**src/rtl/led_ctrl_pkg.sv**
```systemverilog
// Shared definitions for the LED frame controller: register offsets, CTRL field positions,
// brightness width, bus FSM states and the brightness fade step helper.
package led_ctrl_pkg;

   localparam int unsigned PWM_W = 3;

   // Word offsets within the 16-byte register window (mem_addr[3:2])
   localparam logic [1:0] REG_BACK   = 2'd0;
   localparam logic [1:0] REG_CTRL   = 2'd1;
   localparam logic [1:0] REG_STATUS = 2'd2;
   localparam logic [1:0] REG_RSVD   = 2'd3;

   // CTRL register field positions
   localparam int unsigned CTRL_PEND_BIT = 0;
   localparam int unsigned CTRL_TGT_LSB  = 4;
   localparam int unsigned CTRL_AUTO_BIT = 8;

   typedef enum logic {
      StIdle,
      StAck
   } bus_state_e;

   // One saturating step of cur toward tgt; never wraps.
   function automatic logic [PWM_W-1:0] fade_step(input logic [PWM_W-1:0] cur,
                                                  input logic [PWM_W-1:0] tgt);
      logic [PWM_W-1:0] nxt;
      nxt = cur;
      if (cur < tgt) begin
         nxt = cur + PWM_W'(1);
      end else if (cur > tgt) begin
         nxt = cur - PWM_W'(1);
      end
      return nxt;
   endfunction

endpackage

```
**src/rtl/led_tick_gen.sv**
```systemverilog
// Frame tick generator: free-running counter 0..TICK_DIV-1, pulses tick_o for one cycle
// while the counter sits at its terminal value.
//   clk_i    system clock
//   reset_i  asynchronous active-high reset
//   tick_o   one-cycle frame tick pulse
module led_tick_gen #(
   parameter int unsigned TICK_DIV = 8
) (
   input  logic clk_i,
   input  logic reset_i,
   output logic tick_o
);

   localparam int unsigned CntW = (TICK_DIV > 1) ? $clog2(TICK_DIV) : 1;
   localparam logic [CntW-1:0] CntMax = CntW'(TICK_DIV - 1);

   logic [CntW-1:0] cnt_q, cnt_d;

   always_comb begin
      tick_o = (cnt_q == CntMax);
      cnt_d  = tick_o ? '0 : cnt_q + CntW'(1);
   end

   always_ff @(posedge clk_i or posedge reset_i) begin
      if (reset_i) begin
         cnt_q <= '0;
      end else begin
         cnt_q <= cnt_d;
      end
   end

endmodule

```
**src/rtl/led_frame_ctrl.sv**
```systemverilog
// Memory-mapped double-buffered frame controller for the 8x4 LED matrix.
// The CPU writes a back frame; it is copied to the displayed front frame only on a frame
// tick (on request or automatically), and brightness fades one step per tick toward target.
//   clk, reset            system clock, asynchronous active-high reset
//   mem_valid/ready       native bus handshake (ready is a one-cycle acknowledge)
//   mem_addr/wdata/wstrb  request; wstrb == 0 is a read
//   mem_rdata             read data, held until the next access
//   leds1..leds4          front frame columns, leds1 = front[7:0]
//   leds_pwm              current brightness
//   frame_tick            one-cycle tick pulse
//   swap_done             one-cycle pulse in the tick cycle that swaps
module led_frame_ctrl
   import led_ctrl_pkg::*;
#(
   parameter int unsigned CLK_MHZ   = 12,
   parameter int unsigned FRAME_HZ  = 60,
   parameter int unsigned TICK_DIV  = CLK_MHZ * 1000000 / FRAME_HZ,
   parameter logic [31:0] BASE_ADDR = 32'h0300_0000
) (
   input  logic             clk,
   input  logic             reset,
   input  logic             mem_valid,
   output logic             mem_ready,
   input  logic [31:0]      mem_addr,
   input  logic [31:0]      mem_wdata,
   input  logic [3:0]       mem_wstrb,
   output logic [31:0]      mem_rdata,
   output logic [7:0]       leds1,
   output logic [7:0]       leds2,
   output logic [7:0]       leds3,
   output logic [7:0]       leds4,
   output logic [PWM_W-1:0] leds_pwm,
   output logic             frame_tick,
   output logic             swap_done
);

   bus_state_e       state_q, state_d;
   logic [31:0]      back_q, back_d;
   logic [31:0]      front_q, front_d;
   logic [PWM_W-1:0] target_q, target_d;
   logic [PWM_W-1:0] pwm_q, pwm_d;
   logic             pending_q, pending_d;
   logic             auto_q, auto_d;
   logic [15:0]      frame_cnt_q, frame_cnt_d;
   logic [31:0]      rdata_q, rdata_d;

   logic        tick;
   logic        sel, access, wr;
   logic        wr_back, wr_ctrl;
   logic        swap;
   logic [1:0]  offset;
   logic [31:0] rd_mux;
   logic        unused_addr;

   assign unused_addr = ^mem_addr[1:0];

   led_tick_gen #(
      .TICK_DIV(TICK_DIV)
   ) u_tick_gen (
      .clk_i  (clk),
      .reset_i(reset),
      .tick_o (tick)
   );

   // Bus decode and handshake FSM
   always_comb begin
      sel     = mem_valid && (mem_addr[31:4] == BASE_ADDR[31:4]);
      offset  = mem_addr[3:2];
      access  = (state_q == StIdle) && sel;
      wr      = access && (mem_wstrb != 4'b0000);
      wr_back = wr && (offset == REG_BACK);
      wr_ctrl = wr && (offset == REG_CTRL);

      state_d = state_q;
      unique case (state_q)
         StIdle: if (sel) state_d = StAck;
         StAck:  state_d = StIdle;
         default: state_d = StIdle;
      endcase
   end

   // Read mux sees register values before this cycle's write/tick updates
   always_comb begin
      rd_mux = 32'h0;
      unique case (offset)
         REG_BACK:   rd_mux = back_q;
         REG_CTRL:   rd_mux = {23'b0, auto_q, 1'b0, target_q, 3'b0, pending_q};
         REG_STATUS: rd_mux = {frame_cnt_q, 9'b0, pwm_q, 3'b0, pending_q};
         REG_RSVD:   rd_mux = 32'h0;
         default:    rd_mux = 32'h0;
      endcase
      rdata_d = access ? rd_mux : rdata_q;
   end

   // Register writes, swap and fade
   always_comb begin
      swap = tick && (pending_q || auto_q);

      back_d = back_q;
      if (wr_back) begin
         for (int i = 0; i < 4; i++) begin
            if (mem_wstrb[i]) back_d[8*i +: 8] = mem_wdata[8*i +: 8];
         end
      end

      // Front captures the pre-write back value when a write collides with a swap
      front_d     = swap ? back_q : front_q;
      frame_cnt_d = swap ? frame_cnt_q + 16'd1 : frame_cnt_q;

      // A colliding pending request is applied after the swap clears it
      pending_d = pending_q;
      if (swap) pending_d = 1'b0;
      if (wr_ctrl && mem_wstrb[0] && mem_wdata[CTRL_PEND_BIT]) pending_d = 1'b1;

      target_d = target_q;
      auto_d   = auto_q;
      if (wr_ctrl && mem_wstrb[0]) target_d = mem_wdata[CTRL_TGT_LSB +: PWM_W];
      if (wr_ctrl && mem_wstrb[1]) auto_d = mem_wdata[CTRL_AUTO_BIT];

      // Fade uses the old target when it collides with a target write
      pwm_d = tick ? fade_step(pwm_q, target_q) : pwm_q;
   end

   always_ff @(posedge clk or posedge reset) begin
      if (reset) begin
         state_q     <= StIdle;
         back_q      <= 32'h0;
         front_q     <= 32'h0;
         target_q    <= '1;
         pwm_q       <= '1;
         pending_q   <= 1'b0;
         auto_q      <= 1'b0;
         frame_cnt_q <= 16'h0;
         rdata_q     <= 32'h0;
      end else begin
         state_q     <= state_d;
         back_q      <= back_d;
         front_q     <= front_d;
         target_q    <= target_d;
         pwm_q       <= pwm_d;
         pending_q   <= pending_d;
         auto_q      <= auto_d;
         frame_cnt_q <= frame_cnt_d;
         rdata_q     <= rdata_d;
      end
   end

   assign mem_ready  = (state_q == StAck);
   assign mem_rdata  = rdata_q;
   assign leds1      = front_q[7:0];
   assign leds2      = front_q[15:8];
   assign leds3      = front_q[23:16];
   assign leds4      = front_q[31:24];
   assign leds_pwm   = pwm_q;
   assign frame_tick = tick;
   assign swap_done  = swap;

endmodule
```
**config.mk**
```make
export PLATFORM = sky130hd
export DESIGN_NAME = led_frame_ctrl
export DESIGN_NICKNAME = d
export VERILOG_FILES = /design/src/rtl/led_ctrl_pkg.sv /design/src/rtl/led_tick_gen.sv /design/src/rtl/led_frame_ctrl.sv
export SDC_FILE = /design/constraint.sdc
export NUM_CORES = 1
export LEC_CHECK = 0
export BUFFER_PORTS_ARGS = -buffer_cell sky130_fd_sc_hd__buf_4
export CAP_MARGIN = 20
export CORE_AREA = 2 2 138 100
export CTS_BUF_LIST = sky130_fd_sc_hd__clkbuf_2
export CTS_CLUSTER_SIZE = 20
export DETAILED_ROUTE_END_ITERATION = 8
export DIE_AREA = 0 0 140 102
export HOLD_SLACK_MARGIN = 0.02
export PLACE_DENSITY = 0.71
export SLEW_MARGIN = 20
export SYNTH_ARGS = -nofsm -noshare
export SYNTH_HDL_FRONTEND = slang
export SYNTH_SLANG_ARGS = --single-unit
```
**constraint.sdc**
```tcl
create_clock -name clk -period 12.6 [get_ports clk]
set_clock_uncertainty 0.15 [all_clocks]
set_input_delay 1.26 -clock clk [delete_from_list [all_inputs] [get_ports clk]]
set_output_delay 1.26 -clock clk [all_outputs]
set_load 0.02 [all_outputs]
```
==> results of run 1 <==
-- layer usage --
metal	global-route usage [%]	part of all wire, %	wire length [um]	vias up
met5	0	0	0	-
met4	5.44	0.86	121	0
met3	5.34	4.8	682	11
li1	-	-	-	2008
met2	32.7	48	6690	121
met1	27.9	47	6580	2204
-- kinds of logic (layout without fill, tap and decap cells) --
family / after synthesis / after routing / synth area share, %
buf+inv: 32 / 181 / 2.46
simple gates: 123 / 123 / 11.6
mux: 91 / 91 / 16.5
flops: 139 / 139 / 57.5
xor+xnor: 31 / 31 / 4.48
fa+ha+maj: 6 / 6 / 1.36
compound gates: 59 / 59 / 6.05
-- stage by stage --
stage                     cell area [um^2]  cells  setup slack, ns  total power [mW]  hold WS (ns)
after floorplan                       6060    481             7.48             0.467         0.295
after global placement                7220    764             8.43             0.487         0.316
after detailed placement              7220    764             8.28             0.488         0.336
after CTS                             7500    796             8.72             0.787         0.360
after global routing                  7500    796             8.63             0.810         0.384
final                                 7500    796             8.78             0.780         0.361
-- critical path, cell delays in order, from the launching register on --
cell and delay (ns):
dfrtp_1 0.45, or4_4 0.57, nand4b_4 0.24, nor2_1 0.26, buf_4 0.20
-- power groups by stage --
stage,Sequential (mW),Combinational [mW],Clock [mW]
3_3_place_gp,0.455,0.0319,0
2_1_floorplan,0.455,0.0123,0
3_5_place_dp,0.455,0.0332,0
6_report,0.447,0.0326,0.301
4_1_cts,0.447,0.0331,0.307
5_1_grt,0.447,0.0358,0.328
-- cells in the final DEF (no fill, tap or decap), types with 6 or more instances in the layout --
| cell type | netlist | routed |
|---|---|---|
| dfstp_2 | 6 | 6 |
| clkbuf_2 | 0 | 17 |
| buf_4 | 0 | 143 |
| mux2_2 | 69 | 69 |
| mux2i_1 | 21 | 21 |
| nand2_1 | 20 | 20 |
| o41ai_1 | 17 | 17 |
| o21ai_0 | 31 | 31 |
| nor2_1 | 21 | 21 |
| xor2_1 | 12 | 12 |
| nand3_1 | 27 | 27 |
| and3_1 | 11 | 11 |
| nand4_1 | 11 | 11 |
| a21oi_1 | 9 | 9 |
| dfrtp_1 | 133 | 133 |
| xnor2_1 | 19 | 19 |
-- registers in the layout, indices dropped and copies added (netlist names) --
name / cells
auto_q: 1
target_q: 3
back_q: 32
u_tick_gen.cnt_q: 18
leds_pwm: 3
frame_cnt_q: 16
mem_ready: 1
pending_q: 1
mem_rdata: 32
front_q: 32
-- worst paths after layout --
check	start	cells after the start	slack, ns	to
setup / recovery	u_tick_gen.cnt_q[15]$_DFF_PP0_	4	8.78	frame_tick
hold / removal	u_tick_gen.cnt_q[12]$_DFF_PP0_	1	0.36	u_tick_gen.cnt_q[12]$_DFF_PP0_
setup reg to reg	mem_ready$_DFF_PP0_	6	9.47	back_q[18]$_DFFE_PP0P_
hold reg to reg	u_tick_gen.cnt_q[12]$_DFF_PP0_	1	0.36	u_tick_gen.cnt_q[12]$_DFF_PP0_
max in group asynchronous	reset	3	10.50	u_tick_gen.cnt_q[0]$_DFF_PP0_
min in group asynchronous	reset	2	0.48	back_q[1]$_DFFE_PP0P_
-- cell type report --
| class | instances | area (um^2) | area share [%] |
|---|---|---|---|
| sequential | 139 | 3490 | 46.5 |
| clock inverter | 15 | 198 | 2.64 |
| tap | 166 | 208 | 2.77 |
| clock buffer | 17 | 85.1 | 1.13 |
| inverter | 6 | 27.5 | 0.367 |
| multi-input combinational | 310 | 2420 | 32.3 |
| timing repair buffer | 143 | 1070 | 14.3 |
==> key figures, run 1 <==
Status
  – Failing checks: DRC
  – Status: finished with violations

Setup path
  – CP Max Fanout: 4
  – Worst setup SP type: flip-flop
  – Critical Path RT: 11.19 ns
  – Nature of the critical path endpoint: output port
  – Setup Crit Path Kind: flip-flop to output port
  – Critical Path AT: 2.41 ns

Power
  – Leak pwr: 3.86 nW
  – Gate power share: 4.2%
  – Peak VDD IR: 0.0470 mV
  – Internal Pwr Total: 0.592 mW
  – Clk network pwr share: 38.5%
  – Switching share of power: 24.1%
  – Flop pwr share: 57.3%
  – Power density over cell area: 104 nW/um^2
  – Sw power: 0.188 mW

GRT
  – GRT overflow: 0
  – GRT Total Usage: 20.3%
  – Global-route wire length before repair: 22.7 mm
  – Vias in the first global route: 4424
  – Initial antenna violation count: 0
  – Largest net degree at the start of global routing: 72

Synthesis
  – Post-synth top cells: dfrtp_1 (133), mux2_2 (69), o21ai_0 (31), nand3_1 (27)
  – Gate Count Post-Synth: 481
  – Post-synth ARST share: 100%
  – Synthesized Nets: 558
  – Syn avg cell area: 12.6 um^2
  – Post-synth EDFFs: 0
  – Synth Cell Area: 6060 um^2
  – Top_reg_cell synth: dfrtp_1
  – Ys Warns: 0
  – Synth Register Bits: 139
  – Most frequent cell after synthesis: dfrtp_1
  – Top-area cell type share of the netlist area: 54.9%
  – Synth area leaders: dfrtp_1 (55%), mux2_2 (13%), mux2i_1 (3.5%)
  – Seq/Total Area, Yosys: 57.5%
  – Yosys cell types: 41
  – Synth area leader: dfrtp_1

Layout
  – Fill count: 1087
  – Synth-to-Final Area Change: 23.8%
  – Fin util: 58.1%
  – Share of cells above drive strength 1: 41.3%
  – Diodes inserted: 0
  – Fin nets: 694

Floorplanning
  – Core area: 12900 um^2
  – Die Y: 102 um
  – Die X: 140 um
  – Core Rows: 35
  – Die area: 14300 um^2
  – Boundary Pins: 141
  – Initial Utilization: 46.9%

STA
  – Final Cycle Share: 30.3%
  – Max Freq: 262 MHz
  – Slew @ Worst Pin: 1.09 ns
  – Fin. Hold Viols: 0
  – RSZ-0062 raised after global routing: no
  – Slew headroom: 26.9%
  – Min Tclk post-route: 3.82 ns
  – Setup violators final: 0
  – Slew Viols, Final: 0
  – Setup TNS: 0 ns

Drt
  – Pre-antenna DRT Iters: 8
  – DRC: 8
  – Number of nets with antenna violations after routing: 0
  – DR WL/cell: 17.7 um
  – Total Wirelength: 14.1 mm
  – DR vias/cell: 5.46
  – Initial DRC Count: 267
  – Via count: 4344

CTS
  – Clk buf depth: 2
  – Cts repair resizes: 0
  – Reg clk slew, reported paths: 0.21 ns
  – CTS Buf Count: 17
  – Post-CTS Setup Inserts: 0
  – H-tree Lvls: 4
  – Sink Count: 139
  – CTS tree: built
  – CTS Hold Bufs: 0
  – Worst skew pair latency: 0.69 ns
  – Clock tree root buffer cell: clkbuf_2

Place
  – I/O Buffers: 138
  – Final RePlAce weighted congestion: 0.824
  – Dpl hpwl: 9.76 mm

Hold path
  – Hold Path Class: flip-flop to flip-flop

Run
  – Max-cap viol count: 0
No activity file was read; power rests on OpenSTA's default activity.
==> inputs of run 2 (changes only) <==
clock period = 3.6 ns   (was 12.6 ns; I/O delays follow)
==> run 2 against run 1 <==
The flow still finishes with violations (DRC). Combinational power grew to 4.8 times the previous value. Global-route usage increased by 0.87 points. Via count is 3.8% higher. Largest power group unchanged. Critical endpoint is now pending_q$_DFFE_PP0P_. Flip-flop and latch count is the same. Die area did not move. Core utilization increased by 3.9 points. Critical path depth grew 4. Worst hold slack lost 0.30 ns. Non-clock buffer count up 46.
==> key figures, run 2 (synthesis results as in run 1) <==
CTS
  – Sink Count: 139
  – Worst skew pair latency: 0.68 ns
  – Reg clk slew, reported paths: 0.20 ns
  – CTS tree: built
  – Clk buf depth: 2
  – Clock tree root buffer cell: clkbuf_2
  – H-tree Lvls: 4
  – CTS Buf Count: 17

Power
  – Leak pwr: 4.08 nW
  – Pwr Total: 2.80 mW
  – Peak VDD IR: 0.158 mV
  – Power density over cell area: 350 nW/um^2

Setup path
  – Worst setup SP type: flip-flop
  – CP Max Fanout: 18
  – Critical Path RT: 4.06 ns
  – Setup Crit Path Kind: flip-flop to flip-flop
  – Nature of the critical path endpoint: flip-flop
  – Critical Path AT: 3.66 ns

Drt
  – DR vias/cell: 5.35
  – Pre-antenna DRT Iters: 6
  – Total Wirelength: 14.5 mm
  – Initial DRC Count: 278
  – DRC: 10
  – Via count: 4507
  – DR WL/cell: 17.2 um
  – Number of nets with antenna violations after routing: 0

Floorplanning
  – Die X: 140 um
  – Core Rows: 35
  – Boundary Pins: 141
  – Die area: 14300 um^2
  – Initial Utilization: 46.9%
  – Core area: 12900 um^2
  – Die Y: 102 um

GRT
  – Global-route wire length before repair: 23.8 mm
  – GRT overflow: 0
  – Vias in the first global route: 4707
  – Largest net degree at the start of global routing: 53
  – Initial antenna violation count: 0
  – GRT Total Usage: 21.2%

Status
  – Failing checks: DRC
  – Status: finished with violations

STA
  – Slew @ Worst Pin: 0.617 ns
  – Max Freq: 312 MHz
  – Slew Viols, Final: 0
  – Setup TNS: 0 ns
  – Fin. Hold Viols: 0
  – Setup violators final: 0
  – Final Cycle Share: 88.9%
  – RSZ-0062 raised after global routing: no
  – Slew headroom: 58.5%
  – Min Tclk post-route: 3.20 ns

Layout
  – Fill count: 1017
  – Most frequent cells in the layout: buf_4 (145), dfrtp_1 (133), mux2_2 (69)
  – FF/Latch Area: 3490 um^2
  – Share of cells above drive strength 1: 38.6%
  – Diodes inserted: 0
  – Area of the multi-input gates: 2430 um^2
  – Commonest non-fill, non-tap cell in the layout: buf_4
  – Fin nets: 740
  – Synth-to-Final Area Change: 32.0%
  – Fin util: 61.9%

Place
  – Final RePlAce weighted congestion: 0.799
  – I/O Buffers: 138
  – Dpl hpwl: 9.94 mm

Run
  – Max-cap viol count: 0

Hold path
  – Hold Path Class: primary input to flip-flop
[run 2: final timing paths]
path | startpoint | end | slack [ns] | cells past startpoint
worst min register to register | frame_cnt_q[15]$_DFFE_PP0P_ | frame_cnt_q[15]$_DFFE_PP0P_ | 0.34 | 1
min in group asynchronous | reset | back_q[18]$_DFFE_PP0P_ | 0.12 | 3
max in group asynchronous | reset | target_q[2]$_DFFE_PP1P_ | 2.56 | 4
worst max register to register | mem_ready$_DFF_PP0_ | pending_q$_DFFE_PP0P_ | 0.40 | 8
worst min-delay path | mem_addr[10] | mem_rdata[12]$_DFFE_PP0P_ | 0.06 | 6
worst max-delay path | mem_ready$_DFF_PP0_ | pending_q$_DFFE_PP0P_ | 0.40 | 8
[run 2: metrics by stage]
| stage | hold slack (ns) | cell area (um^2) | worst slack [ns] | instances |
|---|---|---|---|---|
| 2_1_floorplan | 0.295 | 6060 | 1.31 | 481 |
| 5_1_grt | 0.0322 | 8000 | 0.160 | 842 |
| 6_report | 0.0607 | 8000 | 0.398 | 842 |
| 3_3_place_gp | 0.317 | 7270 | 0.839 | 768 |
| 4_1_cts | 0.0318 | 7980 | 0.290 | 841 |
| 3_5_place_dp | 0.319 | 7270 | 0.757 | 768 |
[run 2: cell type report]
cell class	count	share of cell area (%)
clock inverter	14	2.52
inverter	6	0.328
sequential	139	43.6
tap	166	2.60
clock buffer	18	1.13
multi-input combinational	310	30.4
timing repair buffer	189	19.5
[run 2: timing repair]
| item | in CTS | in global routing |
|---|---|---|
| gates resized for setup | 0 | 1 |
| endpoints found under the hold margin | 94 | 0 |
| setup buffers | 0 | 0 |
| setup endpoints to repair | 0 | 1 |
| hold buffers | 41 | 0 |
[run 2: power breakdown]
part / switching [mW] / leakage, nW / internal (mW)
Sequential: 0.0000000136 / 1.90 / 1.56
Combinational: 0.0673 / 2.02 / 0.0877
Clock: 0.563 / 0.162 / 0.519
[run 2: metal layers]
metal	vias to the layer above	track usage, %	part of all wire [%]
met1	2254	27.8	45
met4	0	5.44	1.0
met2	130	35.5	49
met5	-	0	0
li1	2108	-	-
met3	15	5.95	5.3
[run 2: worst max-delay path, stage by stage (launching register included)]
cell	delay, ns
dfrtp_1	0.43
nor4_1	0.15
dlygate4sd3_1	0.58
nand4_1	0.16
nor2_4	0.41
buf_4	0.25
and3_1	0.29
o2bb2ai_1	0.14
dlygate4sd3_1	0.57
